[src/rtl/dispatch_pkg.sv]
// Shared definitions for the dispatch scheduler and the decoder.
// Holds the reservation-station encoding, credit sizing, the FSM state
// type and a one-hot helper used to build write strobes.
package dispatch_pkg;

    localparam int RS_DEPTH = 8;
    localparam int CNT_W    = $clog2(RS_DEPTH + 1);

    localparam logic [CNT_W-1:0] DEPTH_CNT = CNT_W'(RS_DEPTH);

    // Station encoding shared with the decoder's rs_num field
    localparam logic [1:0] RS_ALU = 2'b00;
    localparam logic [1:0] RS_SFU = 2'b01;
    localparam logic [1:0] RS_BRU = 2'b10;
    localparam logic [1:0] RS_AGU = 2'b11;

    typedef enum logic {
        SLOT1_PENDING = 1'b0,
        SLOT2_PENDING = 1'b1
    } sched_state_t;

    function automatic logic [3:0] onehot(input logic [1:0] num);
        return 4'b0001 << num;
    endfunction

endpackage

[src/rtl/dispatch_scheduler_if.sv]
// Decode <-> dispatch scheduler bus.
// master: decode side (drives instruction slots, releases, flush)
// slave : scheduler side (drives write strobes, dispatch/advance, credits)
//   flush, de_valid_1/2, rs_write_de_1/2, rs_num_de_1/2, rs_release
//   rs_we_1/2, dispatch_1/2, de_advance, rs_free_cnt, credit_err
interface dispatch_scheduler_if;
    import dispatch_pkg::*;

    logic                       flush;
    logic                       de_valid_1;
    logic                       de_valid_2;
    logic                       rs_write_de_1;
    logic                       rs_write_de_2;
    logic [1:0]                 rs_num_de_1;
    logic [1:0]                 rs_num_de_2;
    logic [3:0]                 rs_release;
    logic [3:0]                 rs_we_1;
    logic [3:0]                 rs_we_2;
    logic                       dispatch_1;
    logic                       dispatch_2;
    logic                       de_advance;
    logic [3:0][CNT_W-1:0]      rs_free_cnt;
    logic                       credit_err;

    modport master (
        output flush, de_valid_1, de_valid_2, rs_write_de_1, rs_write_de_2,
               rs_num_de_1, rs_num_de_2, rs_release,
        input  rs_we_1, rs_we_2, dispatch_1, dispatch_2, de_advance,
               rs_free_cnt, credit_err
    );

    modport slave (
        input  flush, de_valid_1, de_valid_2, rs_write_de_1, rs_write_de_2,
               rs_num_de_1, rs_num_de_2, rs_release,
        output rs_we_1, rs_we_2, dispatch_1, dispatch_2, de_advance,
               rs_free_cnt, credit_err
    );

endinterface

[src/rtl/rs_credit_counter.sv]
// Free-entry counter for one reservation station.
// Ports: clk, reset (sync, active-low), flush, alloc (0..2 entries taken),
//        release_en (one entry freed), count (registered free entries),
//        overflow (pulse: release seen while already full and nothing taken).
module rs_credit_counter
    import dispatch_pkg::*;
(
    input  logic             clk,
    input  logic             reset,
    input  logic             flush,
    input  logic [1:0]       alloc,
    input  logic             release_en,
    output logic [CNT_W-1:0] count,
    output logic             overflow
);

    logic [CNT_W:0] next_count;

    // Extra MSB keeps the intermediate sum from wrapping before saturation
    always_comb begin
        next_count = {1'b0, count} + (CNT_W+1)'(release_en) - (CNT_W+1)'(alloc);
        overflow   = 1'b0;
        if (!flush && release_en && alloc == 2'd0 && count == DEPTH_CNT) begin
            overflow   = 1'b1;
            next_count = {1'b0, DEPTH_CNT};
        end
    end

    always_ff @(posedge clk) begin
        if (!reset || flush) begin
            count <= DEPTH_CNT;
        end else begin
            count <= next_count[CNT_W-1:0];
        end
    end

endmodule

[src/rtl/dispatch_scheduler.sv]
// Credit-based dispatch controller between dual-issue decode and the four
// reservation stations. Grants are combinational from registered credits.
// Ports: clk, reset (sync, active-low), bus (dispatch_scheduler_if.slave).
module dispatch_scheduler
    import dispatch_pkg::*;
(
    input  logic                   clk,
    input  logic                   reset,
    dispatch_scheduler_if.slave    bus
);

    sched_state_t     state;
    sched_state_t     next_state;
    logic [3:0][1:0]  alloc;
    logic [3:0]       overflow;
    logic [3:0][CNT_W-1:0] free_cnt;

    logic             need_1;
    logic             need_2;
    logic             fit_1;
    logic             fit_2_pair;
    logic             fit_2_single;
    logic [CNT_W-1:0] need_2_cnt;

    assign need_1 = bus.de_valid_1 & bus.rs_write_de_1;
    assign need_2 = bus.de_valid_2 & bus.rs_write_de_2;

    // Slot 2 needs two entries when slot 1 targets the same station in the same cycle
    assign need_2_cnt   = (need_1 && bus.rs_num_de_1 == bus.rs_num_de_2) ? CNT_W'(2) : CNT_W'(1);
    assign fit_1        = !need_1 || (free_cnt[bus.rs_num_de_1] >= CNT_W'(1));
    assign fit_2_pair   = !need_2 || (free_cnt[bus.rs_num_de_2] >= need_2_cnt);
    assign fit_2_single = !need_2 || (free_cnt[bus.rs_num_de_2] >= CNT_W'(1));

    // Grant decision; reset and flush suppress every strobe
    always_comb begin
        bus.dispatch_1 = 1'b0;
        bus.dispatch_2 = 1'b0;
        bus.de_advance = 1'b0;
        next_state     = state;
        if (reset && !bus.flush) begin
            if (state == SLOT1_PENDING) begin
                if (bus.de_valid_1 && fit_1) begin
                    bus.dispatch_1 = 1'b1;
                    if (!bus.de_valid_2) begin
                        bus.de_advance = 1'b1;
                    end else if (fit_2_pair) begin
                        bus.dispatch_2 = 1'b1;
                        bus.de_advance = 1'b1;
                    end else begin
                        next_state = SLOT2_PENDING;
                    end
                end
            end else begin
                if (bus.de_valid_2 && fit_2_single) begin
                    bus.dispatch_2 = 1'b1;
                    bus.de_advance = 1'b1;
                    next_state     = SLOT1_PENDING;
                end
            end
        end
    end

    assign bus.rs_we_1 = (need_1 && bus.dispatch_1) ? onehot(bus.rs_num_de_1) : 4'b0000;
    assign bus.rs_we_2 = (need_2 && bus.dispatch_2) ? onehot(bus.rs_num_de_2) : 4'b0000;

    always_comb begin
        for (int r = 0; r < 4; r++) begin
            alloc[r] = {1'b0, bus.rs_we_1[r]} + {1'b0, bus.rs_we_2[r]};
        end
    end

    genvar g;
    generate
        for (g = 0; g < 4; g++) begin : g_credit
            rs_credit_counter u_counter (
                .clk        (clk),
                .reset      (reset),
                .flush      (bus.flush),
                .alloc      (alloc[g]),
                .release_en (bus.rs_release[g]),
                .count      (free_cnt[g]),
                .overflow   (overflow[g])
            );
        end
    endgenerate

    assign bus.rs_free_cnt = free_cnt;

    // A pending slot 2 is dropped by either reset or flush
    always_ff @(posedge clk) begin
        if (!reset) begin
            state          <= SLOT1_PENDING;
            bus.credit_err <= 1'b0;
        end else begin
            state <= bus.flush ? SLOT1_PENDING : next_state;
            if (|overflow) begin
                bus.credit_err <= 1'b1;
            end
        end
    end

endmodule

[src/flat_wrapper.sv]
// flat-port wrapper written by rule: the top's interface ports become plain ports
module dispatch_scheduler_flat import dispatch_pkg::*;
  (clk, reset, bus_flush, bus_de_valid_1, bus_de_valid_2, bus_rs_write_de_1, bus_rs_write_de_2, bus_rs_num_de_1, bus_rs_num_de_2, bus_rs_release, bus_rs_we_1, bus_rs_we_2, bus_dispatch_1, bus_dispatch_2, bus_de_advance, bus_rs_free_cnt, bus_credit_err);
  dispatch_scheduler_if bus_i ();
  input  logic clk;
  input  logic reset;
  input wire logic [$bits(bus_i.flush)-1:0] bus_flush;
  input wire logic [$bits(bus_i.de_valid_1)-1:0] bus_de_valid_1;
  input wire logic [$bits(bus_i.de_valid_2)-1:0] bus_de_valid_2;
  input wire logic [$bits(bus_i.rs_write_de_1)-1:0] bus_rs_write_de_1;
  input wire logic [$bits(bus_i.rs_write_de_2)-1:0] bus_rs_write_de_2;
  input wire logic [$bits(bus_i.rs_num_de_1)-1:0] bus_rs_num_de_1;
  input wire logic [$bits(bus_i.rs_num_de_2)-1:0] bus_rs_num_de_2;
  input wire logic [$bits(bus_i.rs_release)-1:0] bus_rs_release;
  output wire logic [$bits(bus_i.rs_we_1)-1:0] bus_rs_we_1;
  output wire logic [$bits(bus_i.rs_we_2)-1:0] bus_rs_we_2;
  output wire logic [$bits(bus_i.dispatch_1)-1:0] bus_dispatch_1;
  output wire logic [$bits(bus_i.dispatch_2)-1:0] bus_dispatch_2;
  output wire logic [$bits(bus_i.de_advance)-1:0] bus_de_advance;
  output wire logic [$bits(bus_i.rs_free_cnt)-1:0] bus_rs_free_cnt;
  output wire logic [$bits(bus_i.credit_err)-1:0] bus_credit_err;
  assign bus_i.flush = bus_flush;
  assign bus_i.de_valid_1 = bus_de_valid_1;
  assign bus_i.de_valid_2 = bus_de_valid_2;
  assign bus_i.rs_write_de_1 = bus_rs_write_de_1;
  assign bus_i.rs_write_de_2 = bus_rs_write_de_2;
  assign bus_i.rs_num_de_1 = bus_rs_num_de_1;
  assign bus_i.rs_num_de_2 = bus_rs_num_de_2;
  assign bus_i.rs_release = bus_rs_release;
  assign bus_rs_we_1 = bus_i.rs_we_1;
  assign bus_rs_we_2 = bus_i.rs_we_2;
  assign bus_dispatch_1 = bus_i.dispatch_1;
  assign bus_dispatch_2 = bus_i.dispatch_2;
  assign bus_de_advance = bus_i.de_advance;
  assign bus_rs_free_cnt = bus_i.rs_free_cnt;
  assign bus_credit_err = bus_i.credit_err;
  dispatch_scheduler u_core (.clk(clk), .reset(reset), .bus(bus_i));
endmodule
[config.mk]
export PLATFORM = sky130hd
export DESIGN_NAME = dispatch_scheduler_flat
export DESIGN_NICKNAME = d
export VERILOG_FILES = /design/src/rtl/dispatch_pkg.sv /design/src/rtl/dispatch_scheduler_if.sv /design/src/rtl/rs_credit_counter.sv /design/src/rtl/dispatch_scheduler.sv /design/src/flat_wrapper.sv
export SDC_FILE = /design/constraint.sdc
export NUM_CORES = 1
export LEC_CHECK = 0
export ABC_CLOCK_PERIOD_IN_PS = 4200
export BUFFER_PORTS_ARGS = -buffer_cell sky130_fd_sc_hd__buf_2
export CAP_MARGIN = 20
export CORE_UTILIZATION = 54
export DETAILED_ROUTE_END_ITERATION = 8
export PLACE_DENSITY = 0.82
export SYNTH_ARGS = -nofsm -noshare
export SYNTH_HDL_FRONTEND = slang
export SYNTH_HIERARCHICAL = 1
export SYNTH_SLANG_ARGS = --single-unit
export TNS_END_PERCENT = 10
[constraint.sdc]
create_clock -name clk -period 4.2 [get_ports clk]
set_input_delay 0.21 -clock clk [delete_from_list [all_inputs] [get_ports clk]]
set_output_delay 0.21 -clock clk [all_outputs]
set_load 0.005 [all_outputs]
After elaboration in Yosys (flattened, before gate mapping)
Cells that the tools add are included. W data, S select, Z words.

Flip-flop bits (word level): 18. Input port bits: 15. Output and inout bits: 28. Word-level logic and storage cells: 98.

Add/subtract/negate cells: 12. $lt $le $gt $ge: 5. Equal/unequal tests: 5. Shift-type cells: 2. Muxes and demuxes: 29. Bitwise gates (word level): 3. Reductions and logical operators: 36.

Operator list (number): $mux W1 (22); $logic_and A1 B1 Y1 (18); $add A4 B1 Y4 (4); $bmux W4 S2 (2); $eq A4 B4 Y1 const B (4); $mux W4 (4); $sub A4 B2 Y4 (4); $reduce_or A2 Y1 (5); $add A1 B1 Y2 (4); $ge A4 B1 Y1 const B (2); $logic_not A2 Y1 (4); $shl A1 B2 Y4 const A (2); $lt A2 B3 Y1 const B (2); $ge A4 B4 Y1 (1); $logic_not A1 Y1 (4); $logic_or A1 B1 Y1 (4); $reduce_or A4 Y1 (1); $and A1 B1 Y1 (2); $eq A2 B2 Y1 (1); $mux W2 (1); $not A1 Y1 (1).

Depth between registers and ports, before layout
Depth after elaboration: 18. Gate-level depth with buffers: 17. Depth with buffers taken out: 16.

Modules after synthesis
The synthesis kept the hierarchy.

By module, submodules not included: rs_credit_counter at u_core.g_credit[0].u_counter ... (times used 2, cells an instance 32, area each 309.0 sq um, seq. area each 80.1 sq um); rs_credit_counter at u_core.g_credit[2].u_counter ... (times used 2, cells an instance 31, area each 307.8 sq um, seq. area each 80.1 sq um); dispatch_scheduler (times used 1, cells an instance 65, area each 559.3 sq um, seq. area each 40.0 sq um).

Worst setup path after synthesis
Ideal clock, no wire load.

Kind: input port to flip-flop. From: input bus_rs_num_de_2[0]. To: register u_core.g_credit[2].u_counter.count[2]. Library setup time: 78 ps. Arrival time: 3393 ps. Data required time: 4122 ps. Setup slack: 729 ps. Stages: 15. Path buffers: 1. Path through: buf_6 > mux4_1 > ha_1 > a211oi_1 > a211o_1 > o21a_4 > nor3b_2 > ha_1 > ha_1 > inv_1 > ha_1 > inv_1 > fa_1 > xor2_1 > nor3_1.

RTL lines: from (decl) (RTL line flat_wrapper.sv:13) `input wire logic [$bits(bus_i.rs_num_de_2)-1:0] bus_rs_num_de_2;`; to (signal assigned) (RTL line rs_credit_counter.sv:33) `count <= next_count[CNT_W-1:0];`; to (decl) (RTL line rs_credit_counter.sv:13) `output logic [CNT_W-1:0] count,`.

==> flow_summary.json <==
{
  "ys.warnings.count": 6,
  "critical_path.slowest_cell": "sky130_fd_sc_hd__mux4_1",
  "clock_tree.htree_level_count": 1,
  "postSynthAreaPerCell_um2": 9.39,
  "cts.hold.buffers_added": 0,
  "vias": 1509,
  "grt_overflow_total": 0,
  "vias_in_the_first_global_route": 1388,
  "syn_area_um2": 1790,
  "synth.net_count": 240,
  "detail_route.drc_violations": 0,
  "clock-skew-final_ps": 5.03,
  "die_width_um": 59.6,
  "cp.buffers_inverters": 2,
  "vias_per_cell": 5.47,
  "final-seq-area_um2": 360,
  "synth_enable_flop_cells": 0,
  "layout_worst_path_cycle_share_pct": 88.4,
  "cts.repair.resized": 0,
  "die_area_um2": 3550,
  "slack_of_the_critical_path_ps": 487,
  "postRouteWirelength_mm": 3.91,
  "crit_fanout": 5,
  "fp-row-count": 20,
  "seq_area_frac_synth_pct": 20.1,
  "largest_net_degree_at_the_start_of_global_routing": 10,
  "clk-insertion-delay-late_ps": 290,
  "status": "finished, final reports clean",
  "cts-root-to-sink-buffers": 2,
  "timing.hold.worst.class": "in2reg",
  "layout.nets": 283,
  "synthToLayoutAreaGrowth_pct": 14.7,
  "detailed_place.area_um2": 2030,
  "cp_cell_sequence": "mux4_1, ha_1, a211oi_1, a211o_1, o21a_4, nor3b_2, ha_1, ha_1, inv_1, ha_1, inv_1, fa_1, xor2_1, nor3_1",
  "worstPathRequired_ps": 4420,
  "final_period_minus_worst_setup_slack_ps": 3710,
  "first_pass_grt_wire_length_mm": 6.15,
  "layout.cells.most_common_list": "42 x sky130_fd_sc_hd__buf_2, 31 x sky130_fd_sc_hd__inv_1, 30 x sky130_fd_sc_hd__ha_1, 18 x sky130_fd_sc_hd__dfxtp_1, 11 x sky130_fd_sc_hd__nor2_1",
  "dp.final_hpwl_mm": 3.24,
  "cts_root_buf": "sky130_fd_sc_hd__clkbuf_4",
  "drtPass1Iterations": 4,
  "initial_utilization_pct": 57.8,
  "drt.antenna.violating_nets": 0,
  "cts_inserted_buffers": 3,
  "post_placement_setup_slack_ps": 411,
  "antenna_found_initial": 0,
  "power_leakage_nw": 1.00,
  "cp_delay_by_family_top": "adder cells",
  "postSynthRegisterBits": 18,
  "nFillCells": 294,
  "cell_area_after_layout_um2": 2060,
  "antenna-diode-count": 0,
  "crit_arrival_ps": 3930,
  "totalPowerFinal_w": 0.000375,
  "io_buffers": 42,
  "gp_routability_congestion": 0.853,
  "grt_usage_pct": 23.1,
  "max-slew-margin-rel_pct": 69.9,
  "most_numerous_cell_on_the_critical_path": "sky130_fd_sc_hd__ha_1",
  "kind_of_start_point_of_the_critical_path": "flop",
  "drive_above_1_share_pct": 26.3,
  "max_cap_violations": 0,
  "mostFrequentLayoutCell": "sky130_fd_sc_hd__buf_2",
  "vdd.ir_drop.worst_uv": 173,
  "synthDistinctLibCells": 45,
  "totalNegativeSetupSlack_ps": 0,
  "synth_async_sr_flop_share_pct": 0,
  "chipHeight_um": 59.6,
  "tritoncts_num_sinks": 18,
  "synth_ff_type": "sky130_fd_sc_hd__dfxtp_1",
  "grt_setup_unrepaired": "no",
  "finalMaxSlewViolations": 0,
  "wl_per_cell_um": 14.2,
  "core_area_um2": 3100,
  "timing_worst_setup_path_type": "reg2reg",
  "end_kind": "flop",
  "timing_worst_slew_pin_value_ps": 446,
  "clock_tree_from_tritoncts": "built",
  "postCtsSetupRepairBufs": 0,
  "timing.final.setup_violations": 0,
  "multi_input_area_um2": 1290,
  "io_pins": 43,
  "netlist_instances": 191,
  "max_stage_delay_ps": 550,
  "finalHoldViolCount": 0,
  "upper_clock_frequency_limit_mhz": 269,
  "clk_pin_slew_ps": 110,
  "pwr_density_cell_nw_per_um2": 182,
  "drt_first_iter_violations": 52
}
## through the flow
stage	hold slack [ps]	std cells	util (%)
after global routing	197	276	66.3
final	223	276	66.3
after global placement	517	273	65.6
after detailed placement	513	273	65.6
after floorplan	327	191	-
after CTS	202	276	66.3
## metal layers
layer	track usage (%)	vias up	part of all wire (%)
met4	7.97	0	0.95
li1	-	767	-
met1	29.8	701	45
met2	40.3	37	50
met3	2.18	4	3.6
met5	0	-	0
## synthesized netlist by cell type (5+ instances only)
master | instances | area share [%]
sky130_fd_sc_hd__and3b_1 | 5 | 2.4
sky130_fd_sc_hd__dfxtp_1 | 18 | 20
sky130_fd_sc_hd__ha_1 | 30 | 21
sky130_fd_sc_hd__inv_1 | 31 | 6.5
sky130_fd_sc_hd__nand2_1 | 6 | 1.3
sky130_fd_sc_hd__nand2b_1 | 5 | 1.7
sky130_fd_sc_hd__nand3_1 | 5 | 1.4
sky130_fd_sc_hd__nor2_1 | 11 | 2.3
sky130_fd_sc_hd__nor3_1 | 8 | 2.2
## registers in the layout, summed over array words and instances (netlist names)
name	cells
u_core/state	1
u_core/bus.credit_err	1
u_core/g_credit.u_counter/count	16
## final timing paths
check / from / slack, ps / depth (start not counted) / to
worst min-delay path: reset / 220 / 2 / u_core/bus.credit_err
worst min register to register: u_core/state / 540 / 2 / u_core/state
worst max-delay path: u_core/g_credit[1].u_counter/count[1] / 490 / 14 / u_core/g_credit[2].u_counter/count[2]
worst max register to register: u_core/g_credit[1].u_counter/count[1] / 490 / 14 / u_core/g_credit[2].u_counter/count[2]
## layout make-up
type,instances,share of cell area (%)
sequential,18,17.5
timing repair buffer,42,10.2
clock buffer,3,1.09
multi-input combinational,138,62.8
inverter,31,5.66
tap,44,2.68
## where the power goes
group / switching [W] / internal, W / total (W)
clock: 0.0000574 / 0.0000334 / 0.0000908
sequential: 0.00000617 / 0.000177 / 0.000183
combinational: 0.0000514 / 0.0000497 / 0.000101
total: 0.000115 / 0.000260 / 0.000375
## cells by family after synthesis
group / share of synthesized area [%]
AOI/OAI and AO/OA: 11.6
xor gates and xnor gates: 2.93
adders and majority gates: 25.4
buffers and inverters: 7.82
DFF: 20.1
muxes: 4.19
and+or+nand+nor: 28.0
No activity file was read; power rests on OpenSTA's default activity.
